==> src/rtl/alu_issue.sv <==
// RV32I decode/issue stage: decodes instruction words into ALU controls and
// queues them in a 2-entry skid FIFO toward the execute stage.
module alu_issue #(
  parameter int OP_WIDTH    = 4,
  parameter int COUNT_WIDTH = 16
) (
  input  logic                   clk,
  input  logic                   rst,
  input  logic                   in_valid,
  output logic                   in_ready,
  input  logic [31:0]            in_instr,
  input  logic [31:0]            in_pc,
  output logic                   out_valid,
  input  logic                   out_ready,
  output logic [OP_WIDTH-1:0]    aluop,
  output logic                   alumux1_sel,
  output logic                   alumux2_sel,
  output logic [31:0]            imm,
  output logic [31:0]            pc,
  output logic [4:0]             rd,
  output logic [4:0]             rs1,
  output logic [4:0]             rs2,
  output logic                   illegal,
  output logic [COUNT_WIDTH-1:0] illegal_count
);

  localparam logic [OP_WIDTH-1:0] ALU_ADD   = OP_WIDTH'(0);
  localparam logic [OP_WIDTH-1:0] ALU_SUB   = OP_WIDTH'(1);
  localparam logic [OP_WIDTH-1:0] ALU_SLL   = OP_WIDTH'(2);
  localparam logic [OP_WIDTH-1:0] ALU_SLT   = OP_WIDTH'(3);
  localparam logic [OP_WIDTH-1:0] ALU_SLTU  = OP_WIDTH'(4);
  localparam logic [OP_WIDTH-1:0] ALU_XOR   = OP_WIDTH'(5);
  localparam logic [OP_WIDTH-1:0] ALU_SRL   = OP_WIDTH'(6);
  localparam logic [OP_WIDTH-1:0] ALU_SRA   = OP_WIDTH'(7);
  localparam logic [OP_WIDTH-1:0] ALU_OR    = OP_WIDTH'(8);
  localparam logic [OP_WIDTH-1:0] ALU_AND   = OP_WIDTH'(9);
  localparam logic [OP_WIDTH-1:0] ALU_PASSB = OP_WIDTH'(10);

  localparam logic [6:0] OPC_OP     = 7'b0110011;
  localparam logic [6:0] OPC_OPIMM  = 7'b0010011;
  localparam logic [6:0] OPC_LUI    = 7'b0110111;
  localparam logic [6:0] OPC_AUIPC  = 7'b0010111;
  localparam logic [6:0] OPC_LOAD   = 7'b0000011;
  localparam logic [6:0] OPC_STORE  = 7'b0100011;
  localparam logic [6:0] OPC_BRANCH = 7'b1100011;
  localparam logic [6:0] OPC_JAL    = 7'b1101111;
  localparam logic [6:0] OPC_JALR   = 7'b1100111;
  localparam logic [6:0] F7_ALT     = 7'b0100000;

  typedef struct packed {
    logic [OP_WIDTH-1:0] aluop;
    logic                mux1;
    logic                mux2;
    logic [31:0]         imm;
    logic [31:0]         pc;
    logic [4:0]          rd;
    logic [4:0]          rs1;
    logic [4:0]          rs2;
    logic                illegal;
  } entry_t;

  // funct3 selects the operation; alt (funct7 bit 5) picks SUB/SRA
  function automatic logic [OP_WIDTH-1:0] op_from_f3(input logic [2:0] f3, input logic alt);
    case (f3)
      3'b000:  op_from_f3 = alt ? ALU_SUB : ALU_ADD;
      3'b001:  op_from_f3 = ALU_SLL;
      3'b010:  op_from_f3 = ALU_SLT;
      3'b011:  op_from_f3 = ALU_SLTU;
      3'b100:  op_from_f3 = ALU_XOR;
      3'b101:  op_from_f3 = alt ? ALU_SRA : ALU_SRL;
      3'b110:  op_from_f3 = ALU_OR;
      default: op_from_f3 = ALU_AND;
    endcase
  endfunction

  logic [6:0]  opc, f7;
  logic [2:0]  f3;
  logic [31:0] imm_i, imm_s, imm_b, imm_u, imm_j;
  logic        is_shift;
  entry_t      dec;

  assign opc      = in_instr[6:0];
  assign f3       = in_instr[14:12];
  assign f7       = in_instr[31:25];
  assign imm_i    = {{20{in_instr[31]}}, in_instr[31:20]};
  assign imm_s    = {{20{in_instr[31]}}, in_instr[31:25], in_instr[11:7]};
  assign imm_b    = {{20{in_instr[31]}}, in_instr[7], in_instr[30:25], in_instr[11:8], 1'b0};
  assign imm_u    = {in_instr[31:12], 12'b0};
  assign imm_j    = {{12{in_instr[31]}}, in_instr[19:12], in_instr[20], in_instr[30:21], 1'b0};
  assign is_shift = (f3 == 3'b001) || (f3 == 3'b101);

  always_comb begin
    dec     = '0;
    dec.pc  = in_pc;
    dec.rd  = in_instr[11:7];
    dec.rs1 = in_instr[19:15];
    dec.rs2 = in_instr[24:20];
    case (opc)
      OPC_OP: begin
        if (f7 == 7'b0 || (f7 == F7_ALT && (f3 == 3'b000 || f3 == 3'b101)))
          dec.aluop = op_from_f3(f3, f7[5]);
        else
          dec.illegal = 1'b1;
      end
      OPC_OPIMM: begin
        // funct7 only exists for shifts; other OP-IMM forms use those bits as immediate
        if (is_shift && !(f7 == 7'b0 || (f7 == F7_ALT && f3 == 3'b101))) begin
          dec.illegal = 1'b1;
        end else begin
          dec.aluop = op_from_f3(f3, is_shift && f7[5]);
          dec.mux2  = 1'b1;
          dec.imm   = is_shift ? {27'b0, in_instr[24:20]} : imm_i;
        end
      end
      OPC_LUI:    begin dec.aluop = ALU_PASSB; dec.mux2 = 1'b1; dec.imm = imm_u; end
      OPC_AUIPC:  begin dec.mux1 = 1'b1; dec.mux2 = 1'b1; dec.imm = imm_u; end
      OPC_LOAD:   begin dec.mux2 = 1'b1; dec.imm = imm_i; end
      OPC_STORE:  begin dec.mux2 = 1'b1; dec.imm = imm_s; end
      OPC_BRANCH: begin dec.aluop = ALU_SUB; dec.imm = imm_b; end
      OPC_JAL:    begin dec.mux1 = 1'b1; dec.mux2 = 1'b1; dec.imm = imm_j; end
      OPC_JALR:   begin dec.mux2 = 1'b1; dec.imm = imm_i; end
      default:    dec.illegal = 1'b1;
    endcase
  end

  entry_t                 mem_q [2];
  logic [1:0]             count_q, count_d;
  logic                   wr_ptr_q, wr_ptr_d, rd_ptr_q, rd_ptr_d;
  logic [COUNT_WIDTH-1:0] ill_cnt_q, ill_cnt_d;
  logic                   push, pop;
  entry_t                 head;

  assign in_ready  = (count_q < 2'd2) && !rst;
  assign out_valid = (count_q != 2'd0);
  assign push      = in_valid && in_ready;
  assign pop       = out_valid && out_ready;
  // empty FIFO (including just after reset) presents all-zero head fields
  assign head      = out_valid ? mem_q[rd_ptr_q] : '0;

  always_comb begin
    count_d   = count_q + 2'(push) - 2'(pop);
    wr_ptr_d  = wr_ptr_q ^ push;
    rd_ptr_d  = rd_ptr_q ^ pop;
    ill_cnt_d = ill_cnt_q;
    if (pop && head.illegal && !(&ill_cnt_q))
      ill_cnt_d = ill_cnt_q + COUNT_WIDTH'(1);
  end

  always_ff @(posedge clk) begin
    if (rst) begin
      count_q   <= 2'd0;
      wr_ptr_q  <= 1'b0;
      rd_ptr_q  <= 1'b0;
      ill_cnt_q <= '0;
    end else begin
      count_q   <= count_d;
      wr_ptr_q  <= wr_ptr_d;
      rd_ptr_q  <= rd_ptr_d;
      ill_cnt_q <= ill_cnt_d;
    end
  end

  always_ff @(posedge clk) begin
    if (push) mem_q[wr_ptr_q] <= dec;
  end

  assign aluop         = head.aluop;
  assign alumux1_sel   = head.mux1;
  assign alumux2_sel   = head.mux2;
  assign imm           = head.imm;
  assign pc            = head.pc;
  assign rd            = head.rd;
  assign rs1           = head.rs1;
  assign rs2           = head.rs2;
  assign illegal       = head.illegal;
  assign illegal_count = ill_cnt_q;

endmodule

==> config.mk <==
export PLATFORM = sky130hd
export DESIGN_NAME = alu_issue
export DESIGN_NICKNAME = d
export VERILOG_FILES = /design/src/rtl/alu_issue.sv
export SDC_FILE = /design/constraint.sdc
export NUM_CORES = 1
export LEC_CHECK = 0
export BUFFER_PORTS_ARGS = -buffer_cell sky130_fd_sc_hd__buf_2
export CAP_MARGIN = 10
export CORE_AREA = 2 2 111 194
export CTS_BUF_LIST = sky130_fd_sc_hd__clkbuf_8
export CTS_CLUSTER_SIZE = 14
export DETAILED_ROUTE_END_ITERATION = 7
export DIE_AREA = 0 0 113 196
export HOLD_SLACK_MARGIN = 0.06
export PLACE_DENSITY = 0.59
export SLEW_MARGIN = 0
export SYNTH_ARGS = -nofsm -noshare
export SYNTH_HDL_FRONTEND = slang
export SYNTH_SLANG_ARGS = --single-unit
==> constraint.sdc <==
create_clock -name clk -period 5.3 [get_ports clk]
set_clock_uncertainty 0.15 [all_clocks]
set_input_delay 0.265 -clock clk [delete_from_list [all_inputs] [get_ports clk]]
set_output_delay 0.265 -clock clk [all_outputs]
set_load 0.03 [all_outputs]
==> qor.csv, run 1 <==
stage,metric,value,unit
power_and_ir_drop,leakagePower,3.973,nW
routing,drc_errors,11,
die,die_y,196,um
power_and_ir_drop,intPower,0.002678,W
synthesis,syn-num-nets,662,
synthesis,yosysUniqueCellTypes,42,
synthesis,ys_ff_latch,192,
synthesis,syn-instance-count,589,
sta,worst_slack,2.202,ns
cells_and_area,drive_above_1_share,25.91,%
cts,clock_path_buffers,2,
global_routing,gr-total-overflow,0,
power_and_ir_drop,p_comb_share,38.9,%
die,core_area,20670,um^2
status,violations,DRC,
global_routing,grt_pass1_wl,29590,um
synthesis,synth_edf_count,172,
power_and_ir_drop,p_clk_share,20.5,%
place,dpl.hpwl,13040,um
routing,detail_route.vias_per_cell,5.052,
job,max-cap-violations,0,
cts,clk_latency,0.45,ns
worst_setup_path,endpoint_kind,output port,
worst_setup_path,cp_top_family,buffers and inverters,
synthesis,synthFlopType,edfxtp_1,
global_routing,grt_usage,17.25,%
sta,setup_viol,0,
power_and_ir_drop,powerDensity,447.7,nW/um^2
worst_setup_path,worst_ep_arrival_time,2.68,ns
power_and_ir_drop,power.switching,0.001875,W
sta,finalCritPeriodShare,58.46,%
cts,htreeDepth,4,
routing,drt-initial-drc-count,296,
sta,max_clock_freq,322.8,MHz
global_routing,grt_start_max_net_pins,57,
sta,min_period,3.098,ns
routing,wirelength,18940,um
cells_and_area,final_cell_mix,"edfxtp_1 (172), buf_2 (171), nor2_1 (113)",
sta,slew_headroom,31.13,%
status,status,"finished, violations left",
place,place_congestion,0.8513,
sta,rsz0062_at_grt,false,
routing,post_drt_wl_per_cell,17.62,um
place,portBuffers,171,
worst_setup_path,path_buf_inv,2,
synthesis,syn_area,8090,um^2
cts,cts_root_buf,clkbuf_8,
die,die_area,22150,um^2
power_and_ir_drop,switching_share,41.18,%
worst_setup_path,criticalPathCategory,reg -> out,
cells_and_area,final_common_cell,edfxtp_1,
cells_and_area,area_growth,25.74,%
worst_setup_path,worstPathMaxFanout,56,
synthesis,yosys_warnings,0,
cts,cts_setup_buffers,0,
cells_and_area,final_cells,1075,
sta,drv_slew,0,
worst_setup_path,slowest_delay,0.83,ns
die,die_x,113,um
global_routing,antenna_found_initial,1,
place,dp.cells,986,
synthesis,avgSynthCellArea,13.74,um^2
power_and_ir_drop,irDropWorstVdd,0.1897,mV
sta,finalSetupTns,0,ns
routing,firstDrtPassIters,6,
sta,tightest_slew,1.031,ns
cts,numCtsBuffers,17,
place,preCtsSetupSlack,2.574,ns
cts,cts.clk_slew.worst_paths,0.10,ns
cts,cts.sinks,192,
cells_and_area,finalNetCount,882,
die,start_util,39.14,%
synthesis,async_reset_ff_share,0,%
sta,final_hold_viol_count,0,
cts,cts_tree,done,
routing,vias,5431,
worst_setup_path,setup.worst_path.start_class,flop,
hold_path,hp-class,in -> reg,
worst_setup_path,crit_chain,"buf_4, mux2i_1, nor2_1, buf_2",
die,io_pins,172,
synthesis,seq_area_frac_synth,68.79,%
die,placementRows,70,
worst_setup_path,required,4.89,ns
cells_and_area,n_fill_cell,1877,
cells_and_area,final_util,49.21,%
routing,ant_nets,0,
power_and_ir_drop,seq_power_share,40.6,%
worst_setup_path,critPathSlowestCell,buf_4,
global_routing,grt_pass1_vias,5622,
synth_stat cells (all sizes together), types with 3 or more instances:
cell      n  area share (%)
edfxtp  172              64
nor2    114             5.3
mux2i    87              11
a21o     20             1.9
dfxtp    20             4.9
clkbuf   19            0.88
nand2    14            0.65
buf      12            0.59
o21ai    11            0.68
nor2b    10            0.77
nand3     9            0.56
xnor2     9            0.97
and3      8            0.62
inv       8            0.37
a21oi     7            0.43
xor2      7            0.76
a22o      6            0.65
nand2b    6            0.46
a211oi    5            0.46
ha        5            0.77
nand3b    5            0.46
nand4     4            0.31
nor4      4            0.31
nor3      3            0.19
o211ai    3            0.28
or4       3            0.28
path summary, 6_finish.rpt:
check                    start           endpoint  slack, ns  cells past startpoint
max                   rd_ptr_q            imm[31]       2.20                      4
max reg2reg           rd_ptr_q  illegal_count[15]       2.68                      5
min reg2reg  illegal_count[15]  illegal_count[15]       0.35                      2
min               in_instr[14]       mem_q[0][62]       0.14                      2
logic make-up after synthesis:
family,count (synthesis),synth area share (%)
compound gates,64,5.660
xor+xnor,16,1.732
fa+ha+maj,5,0.7733
buf+inv,39,1.840
flops,192,68.79
mux,87,10.76
simple gates,186,10.44
repair_timing:
action                                 4_1_cts  5_1_grt
hold buffers                                56        0
gates resized for setup                      0        0
endpoints found under the hold margin      163        0
routing by layer:
layer / GRT usage [%] / wire [um]
met1: 18.52 / 7073
met2: 32.78 / 10610
met3: 2.935 / 739
met4: 7.136 / 515
met5: 0 / 0
power groups by stage:
stage / logic (W) / clock network, W / registers (W)
2_1_floorplan: 0.00128 / 0 / 0.00184
5_1_grt: 0.00190 / 0.00101 / 0.00186
3_3_place_gp: 0.00176 / 0 / 0.00188
3_5_place_dp: 0.00177 / 0 / 0.00189
4_1_cts: 0.00180 / 0.000961 / 0.00185
6_report: 0.00177 / 0.000934 / 0.00185
through the flow:
step	area, um^2	power [W]	hold slack [ns]
global route	10170	0.004770	0.1075
detailed placement	9223	0.003654	0.3070
floorplan	8090	0.003117	0.2139
finish	10170	0.004554	0.1396
CTS	10170	0.004616	0.08968
global placement	9223	0.003639	0.3052
area by class of cell:
type | instances | area (um^2) | area share, %
flip-flops and latches | 192 | 5569 | 54.75
multi-input cells | 358 | 2415 | 23.74
repair buffers | 232 | 1454 | 14.29
well taps | 252 | 315.3 | 3.100
clock buffers | 17 | 234.0 | 2.300
clock inverters | 15 | 152.6 | 1.501
inverters | 8 | 30.03 | 0.2952
diodes | 1 | 2.502 | 0.02460
state kept, by name, indices dropped and copies added (netlist names):
register	flops
mem_q	172
illegal_count	16
count_q	2
rd_ptr_q	1
wr_ptr_q	1
Note: power is estimated with default switching activity, not from simulation.
==> run 2: changes to the inputs <==
--- a/config.mk
+++ b/config.mk
@@ -5,15 +5,16 @@
 export SDC_FILE = /design/constraint.sdc
 export NUM_CORES = 1
 export LEC_CHECK = 0
+export ABC_AREA = 1
 export BUFFER_PORTS_ARGS = -buffer_cell sky130_fd_sc_hd__buf_2
 export CAP_MARGIN = 10
-export CORE_AREA = 2 2 111 194
+export CORE_AREA = 2 2 114 199
 export CTS_BUF_LIST = sky130_fd_sc_hd__clkbuf_8
 export CTS_CLUSTER_SIZE = 14
 export DETAILED_ROUTE_END_ITERATION = 7
-export DIE_AREA = 0 0 113 196
+export DIE_AREA = 0 0 116 201
 export HOLD_SLACK_MARGIN = 0.06
-export PLACE_DENSITY = 0.59
+export PLACE_DENSITY = 0.58
 export SLEW_MARGIN = 0
 export SYNTH_ARGS = -nofsm -noshare
 export SYNTH_HDL_FRONTEND = slang
==> constraint.sdc (replaced) <==
create_clock -name clk -period 3.07 [get_ports clk]
set_clock_uncertainty 0.15 [all_clocks]
set_input_delay 0.1535 -clock clk [delete_from_list [all_inputs] [get_ports clk]]
set_output_delay 0.1535 -clock clk [all_outputs]
set_load 0.03 [all_outputs]
==> qor.csv, run 2 <==
stage,metric,value,unit
status,status,"complete, no violations",
routing,ant_nets,0,
place,dp.cells,1300,
sta,slew_headroom,53.60,%
synthesis,netlist_top_cells_count,"nand2_1 (295), edfxtp_1 (172), a21oi_1 (106)",
sta,final_hold_viol_count,0,
synthesis,async_reset_ff_share,0,%
cells_and_area,final_cells,1393,
synthesis,yosys_warnings,0,
cts,clk_latency,0.46,ns
cells_and_area,finalNetCount,1156,
worst_setup_path,worst_ep_arrival_time,2.40,ns
job,max-cap-violations,0,
synthesis,synth_edf_count,172,
sta,rsz0062_at_grt,false,
worst_setup_path,reg2reg_depth,7,
cells_and_area,final_util,49.50,%
worst_setup_path,setup.worst_path.start_class,flop,
die,io_pins,172,
global_routing,grt_start_max_net_pins,48,
synthesis,synthFlopType,edfxtp_1,
hold_path,min_path_cells,6,
power_and_ir_drop,powerDensity,761.1,nW/um^2
routing,drt-initial-drc-count,491,
sta,setup_viol,0,
die,die_area,23320,um^2
cts,ctsResizeCount,0,
global_routing,grt_usage,19.96,%
routing,vias,6841,
cts,cts_tree,done,
cells_and_area,regArea,5569,um^2
worst_setup_path,crit_chain,"buf_4, nand2_1, a21oi_1, buf_2",
synthesis,netlist_top_cells_area,"edfxtp_1 (60%), nand2_1 (13%), a21oi_1 (6.2%)",
sta,finalCritPeriodShare,88.14,%
synthesis,seq_area_frac_synth,65.04,%
worst_setup_path,endpoint_kind,output port,
synthesis,synth_most_common_cell,nand2_1,
sta,min_period,2.706,ns
cts,cts.clk_slew.worst_paths,0.10,ns
synthesis,ys_ff_latch,192,
sta,max_clock_freq,369.6,MHz
cells_and_area,drive_above_1_share,21.35,%
synthesis,syn-instance-count,860,
sta,tightest_slew,0.6907,ns
cells_and_area,largest_reg_flops,172,
routing,wirelength,23010,um
place,portBuffers,171,
worst_setup_path,criticalPathCategory,reg -> out,
cells_and_area,final_cell_mix,"nand2_1 (295), edfxtp_1 (172), buf_2 (171)",
cts,clock_path_buffers,2,
global_routing,gr-total-overflow,0,
cts,cts.sinks,192,
synthesis,syn-num-nets,933,
place,place_congestion,0.8992,
die,placementRows,72,
sta,drv_slew,0,
cts,htreeDepth,4,
global_routing,antenna_found_initial,1,
synthesis,avgSynthCellArea,9.950,um^2
die,start_util,39.25,%
worst_setup_path,critPathSlowestCell,dfxtp_4,
cts,postCtsHoldBufs,60,
cells_and_area,final_cell_area,10790,um^2
cells_and_area,largest-register,mem_q,
synthesis,syn_area,8557,um^2
cts,numCtsBuffers,17,
routing,firstDrtPassIters,7,
die,die_x,116,um
place,dpl.hpwl,15460,um
worst_setup_path,required,2.77,ns
routing,post_drt_wl_per_cell,16.52,um
global_routing,grt_pass1_wl,35130,um
routing,drc_errors,0,
worst_setup_path,worstPathMaxFanout,47,
synthesis,synth_top_area_share,60.36,%
hold_path,hp-class,in -> reg,
synthesis,yosys.area.top_type,edfxtp_1,
cells_and_area,multi_input_area,2596,um^2
global_routing,grt_pass1_vias,6671,
routing,detail_route.vias_per_cell,4.911,
power_and_ir_drop,irDropWorstVdd,0.3925,mV
die,core_area,21800,um^2
power_and_ir_drop,leakagePower,4.496,nW
cells_and_area,n_fill_cell,2103,
worst_setup_path,slowest_delay,0.71,ns
die,die_y,201,um
cts,cts_root_buf,clkbuf_8,
cts,cts_setup_buffers,0,
synthesis,yosysUniqueCellTypes,27,
place,dpl_cell_area,9768,um^2
cells_and_area,area_growth,26.11,%
cells_and_area,final_common_cell,nand2_1,
[run 2: per-stage QoR]
step / total power [W] / TNS [ns] / setup slack (ns) / hold WS, ns
after floorplan: 0.005431 / -104.06 / -0.6050 / 0.1024
after CTS: 0.008340 / 0 / 0.2706 / 0.07004
final: 0.008214 / 0 / 0.3640 / 0.1121
after global routing: 0.008656 / 0 / 0.1487 / 0.1317
after detailed placement: 0.006549 / 0 / 0.6810 / 0.1963
after global placement: 0.006533 / 0 / 0.7390 / 0.1909
[run 2: final cells by class]
cell class	instances	area share, %
antenna	1	0.02319
clock buffer	17	2.168
clock inverter	15	1.728
inverter	63	2.191
multi-input combinational	566	24.06
sequential	192	51.61
tap	296	3.432
timing repair buffer	243	14.79
[run 2: critical path, delay by kind of cell, from the launching register on]
kind / cells / cell delay [ns]
buf+inv: 2 / 0.80
flops: 1 / 0.71
compound gates: 1 / 0.31
simple gates: 1 / 0.09
[run 2: cells by family (layout without fill, tap and decap cells)]
family,Yosys count,in the layout,synth area share [%]
buf+inv,102,338,4.971
fa+ha+maj,5,5,0.7311
compound gates,142,142,8.466
simple gates,412,412,20.08
other cells,0,1,0
xor+xnor,7,7,0.7165
flops,192,192,65.04
[run 2: final timing paths]
path | start | to | slack, ns
hold / removal | in_instr[6] | mem_q[1][48] | 0.11
setup / recovery | rd_ptr_q | imm[23] | 0.36
hold reg to reg | illegal_count[15] | illegal_count[15] | 0.37
setup reg to reg | rd_ptr_q | illegal_count[12] | 0.74
[run 2: per-layer routing]
layer / wire length, um / up-vias / global-route usage, %
met5: 0 / - / 0
met4: 677 / 0 / 8.248
met3: 764 / 29 / 2.748
met2: 12930 / 183 / 37.34
met1: 8635 / 3286 / 22.01
li1: - / 3343 / -
[run 2: power breakdown]
| group | switching [W] | leakage (nW) | internal, W |
|---|---|---|---|
| Combinational | 0.00246 | 2.54 | 0.000820 |
| Sequential | 0.000128 | 1.75 | 0.00307 |
| Clock | 0.00103 | 0.210 | 0.000703 |
| Total | 0.00362 | 4.50 | 0.00460 |
==> run 3: changes to the inputs <==
--- a/config.mk
+++ b/config.mk
@@ -8,13 +8,13 @@
 export ABC_AREA = 1
 export BUFFER_PORTS_ARGS = -buffer_cell sky130_fd_sc_hd__buf_2
 export CAP_MARGIN = 10
-export CORE_AREA = 2 2 114 199
+export CORE_AREA = 2 2 172 132
 export CTS_BUF_LIST = sky130_fd_sc_hd__clkbuf_8
 export CTS_CLUSTER_SIZE = 14
 export DETAILED_ROUTE_END_ITERATION = 7
-export DIE_AREA = 0 0 116 201
+export DIE_AREA = 0 0 174 134
 export HOLD_SLACK_MARGIN = 0.06
-export PLACE_DENSITY = 0.58
+export PLACE_DENSITY = 0.59
 export SLEW_MARGIN = 0
 export SYNTH_ARGS = -nofsm -noshare
 export SYNTH_HDL_FRONTEND = slang
==> qor.csv, run 3 (synthesis gave the netlist of run 2 again) <==
stage,metric,value,unit
status,status,"complete, no violations",
job,max-cap-violations,0,
cts,ctsResizeCount,0,
die,die_y,134,um
routing,post_drt_wl_per_cell,15.64,um
worst_setup_path,endpoint_kind,output port,
power_and_ir_drop,powerDensity,762.3,nW/um^2
global_routing,gr-total-overflow,0,
worst_setup_path,critPathSlowestCell,inv_2,
routing,firstDrtPassIters,6,
worst_setup_path,crit_chain,"inv_2, buf_4, nand2_1, a21oi_1, buf_2",
cells_and_area,largest_reg_flops,172,
cells_and_area,n_fill_cell,2076,
die,start_util,39.54,%
power_and_ir_drop,switching_share,42.65,%
cells_and_area,largest-register,mem_q,
sta,slew_headroom,45.21,%
worst_setup_path,setup.worst_path.start_class,flop,
routing,vias,6776,
cells_and_area,finalNetCount,1159,
die,die_x,174,um
place,portBuffers,171,
routing,wirelength_met1,10400,um
cells_and_area,area_growth,26.42,%
cells_and_area,final_cells,1393,
sta,drv_slew,0,
cts,clock_path_buffers,2,
cts,cts_setup_buffers,0,
cts,cts_tree,done,
cells_and_area,final_cell_mix,"nand2_1 (295), edfxtp_1 (172), buf_2 (171)",
global_routing,grt_pass1_wl,34200,um
cts,clk_latency,0.46,ns
cts,cts.sinks,192,
global_routing,grt_usage,18.88,%
power_and_ir_drop,seq_power_share,38.1,%
sta,final_hold_viol_count,0,
worst_setup_path,slowest_delay,0.38,ns
worst_setup_path,path_buf_inv,3,
sta,setup_viol,0,
cts,cts.clk_slew.worst_paths,0.10,ns
global_routing,grt_pass1_vias,6425,
power_and_ir_drop,intPower,0.004729,W
routing,drc_errors,0,
routing,wl_met2,9895,um
worst_setup_path,criticalPathCategory,reg -> out,
cells_and_area,num_antenna_cells,0,
die,placementRows,47,
power_and_ir_drop,irDropWorstVdd,0.3840,mV
cts,htreeDepth,4,
power_and_ir_drop,p_comb_share,40.8,%
die,io_pins,172,
global_routing,antenna_found_initial,0,
worst_setup_path,worstPathMaxFanout,22,
place,dp.cells,1300,
power_and_ir_drop,power.switching,0.003517,W
routing,ant_nets,0,
sta,min_period,2.407,ns
power_and_ir_drop,leakagePower,4.520,nW
worst_setup_path,required,2.77,ns
cts,numCtsBuffers,17,
die,die_area,23320,um^2
worst_setup_path,cp_top_family,buffers and inverters,
cts,cts_root_buf,clkbuf_8,
sta,max_clock_freq,415.4,MHz
sta,tightest_slew,0.8155,ns
global_routing,grt_start_max_net_pins,46,
cells_and_area,final_common_cell,nand2_1,
cells_and_area,drive_above_1_share,21.20,%
power_and_ir_drop,p_clk_share,21.1,%
routing,routed-wl-met3,1373,um
sta,finalCritPeriodShare,78.41,%
routing,drt-initial-drc-count,511,
routing,detail_route.vias_per_cell,4.864,
place,place_congestion,0.9182,
power_and_ir_drop,power.total,0.008246,W
die,core_area,21640,um^2
hold_path,hp-class,in -> reg,
worst_setup_path,worst_ep_arrival_time,2.10,ns
sta,rsz0062_at_grt,false,
routing,dr.max_layer_used,met4,
routing,wirelength,21780,um
place,dpl.hpwl,14410,um
cts,postCtsHoldBufs,61,
## run 3: changes by cell type in the layout (fill, tap and decap cells not counted), sizes merged
cell / before / now
buf: 183 / 185
diode: 1 / 0
bufinv: 1 / 3
dlygate4sd3: 60 / 61
inv: 73 / 71
## run 3: worst register-to-register path: cells and delay by family (launching register included)
| family | cells | cell delay [ns] |
|---|---|---|
| simple gates | 2 | 0.27 |
| fa+ha+maj | 1 | 0.48 |
| buf+inv | 2 | 0.52 |
| flops | 1 | 0.36 |
## run 3: final timing paths
kind / slack, ns / cells after the start / endpoint / startpoint
max reg2reg: 0.99 / 5 / mem_q[1][70] / count_q[1]
min: 0.16 / 6 / mem_q[0][59] / in_instr[6]
max: 0.66 / 5 / imm[30] / rd_ptr_q
min reg2reg: 0.37 / 1 / count_q[1] / count_q[1]
## run 3: power by group through the flow
| stage | Combinational (W) | Clock, W | Sequential, W |
|---|---|---|---|
| 6_report | 0.00337 | 0.00174 | 0.00314 |
| 5_1_grt | 0.00362 | 0.00189 | 0.00316 |
| 4_1_cts | 0.00341 | 0.00179 | 0.00315 |
| 3_5_place_dp | 0.00334 | 0 | 0.00320 |
| 3_3_place_gp | 0.00334 | 0 | 0.00320 |
| 2_1_floorplan | 0.00222 | 0 | 0.00321 |
## run 3: layer usage
| layer | up-vias | GRT usage (%) |
|---|---|---|
| li1 | 3352 | - |
| met1 | 3200 | 26.86 |
| met2 | 213 | 29.64 |
| met3 | 11 | 4.620 |
| met4 | 0 | 3.828 |
| met5 | - | 0 |
## run 3: stage by stage
stage	TNS, ns	setup WS [ns]	hold slack (ns)	utilization (%)	cell area, um^2
3_3_place_gp	0	0.9747	0.1929	45.25	9793
4_1_cts	0	0.6308	0.1087	49.99	10820
3_5_place_dp	0	0.9439	0.1949	45.25	9793
5_1_grt	0	0.5144	0.1687	49.99	10820
6_report	0	0.6628	0.1556	49.99	10820
2_1_floorplan	-104.06	-0.6050	0.1024	-	8557
## run 3: final cells by class
cell class	instances	area [um^2]	share of cell area, %
Clock buffer	17	234.0	2.163
Clock inverter	15	180.2	1.666
Inverter	63	236.5	2.186
Multi-Input combinational cell	566	2596	24.00
Sequential cell	192	5569	51.48
Tap cell	294	367.9	3.400
Timing Repair Buffer	246	1634	15.11
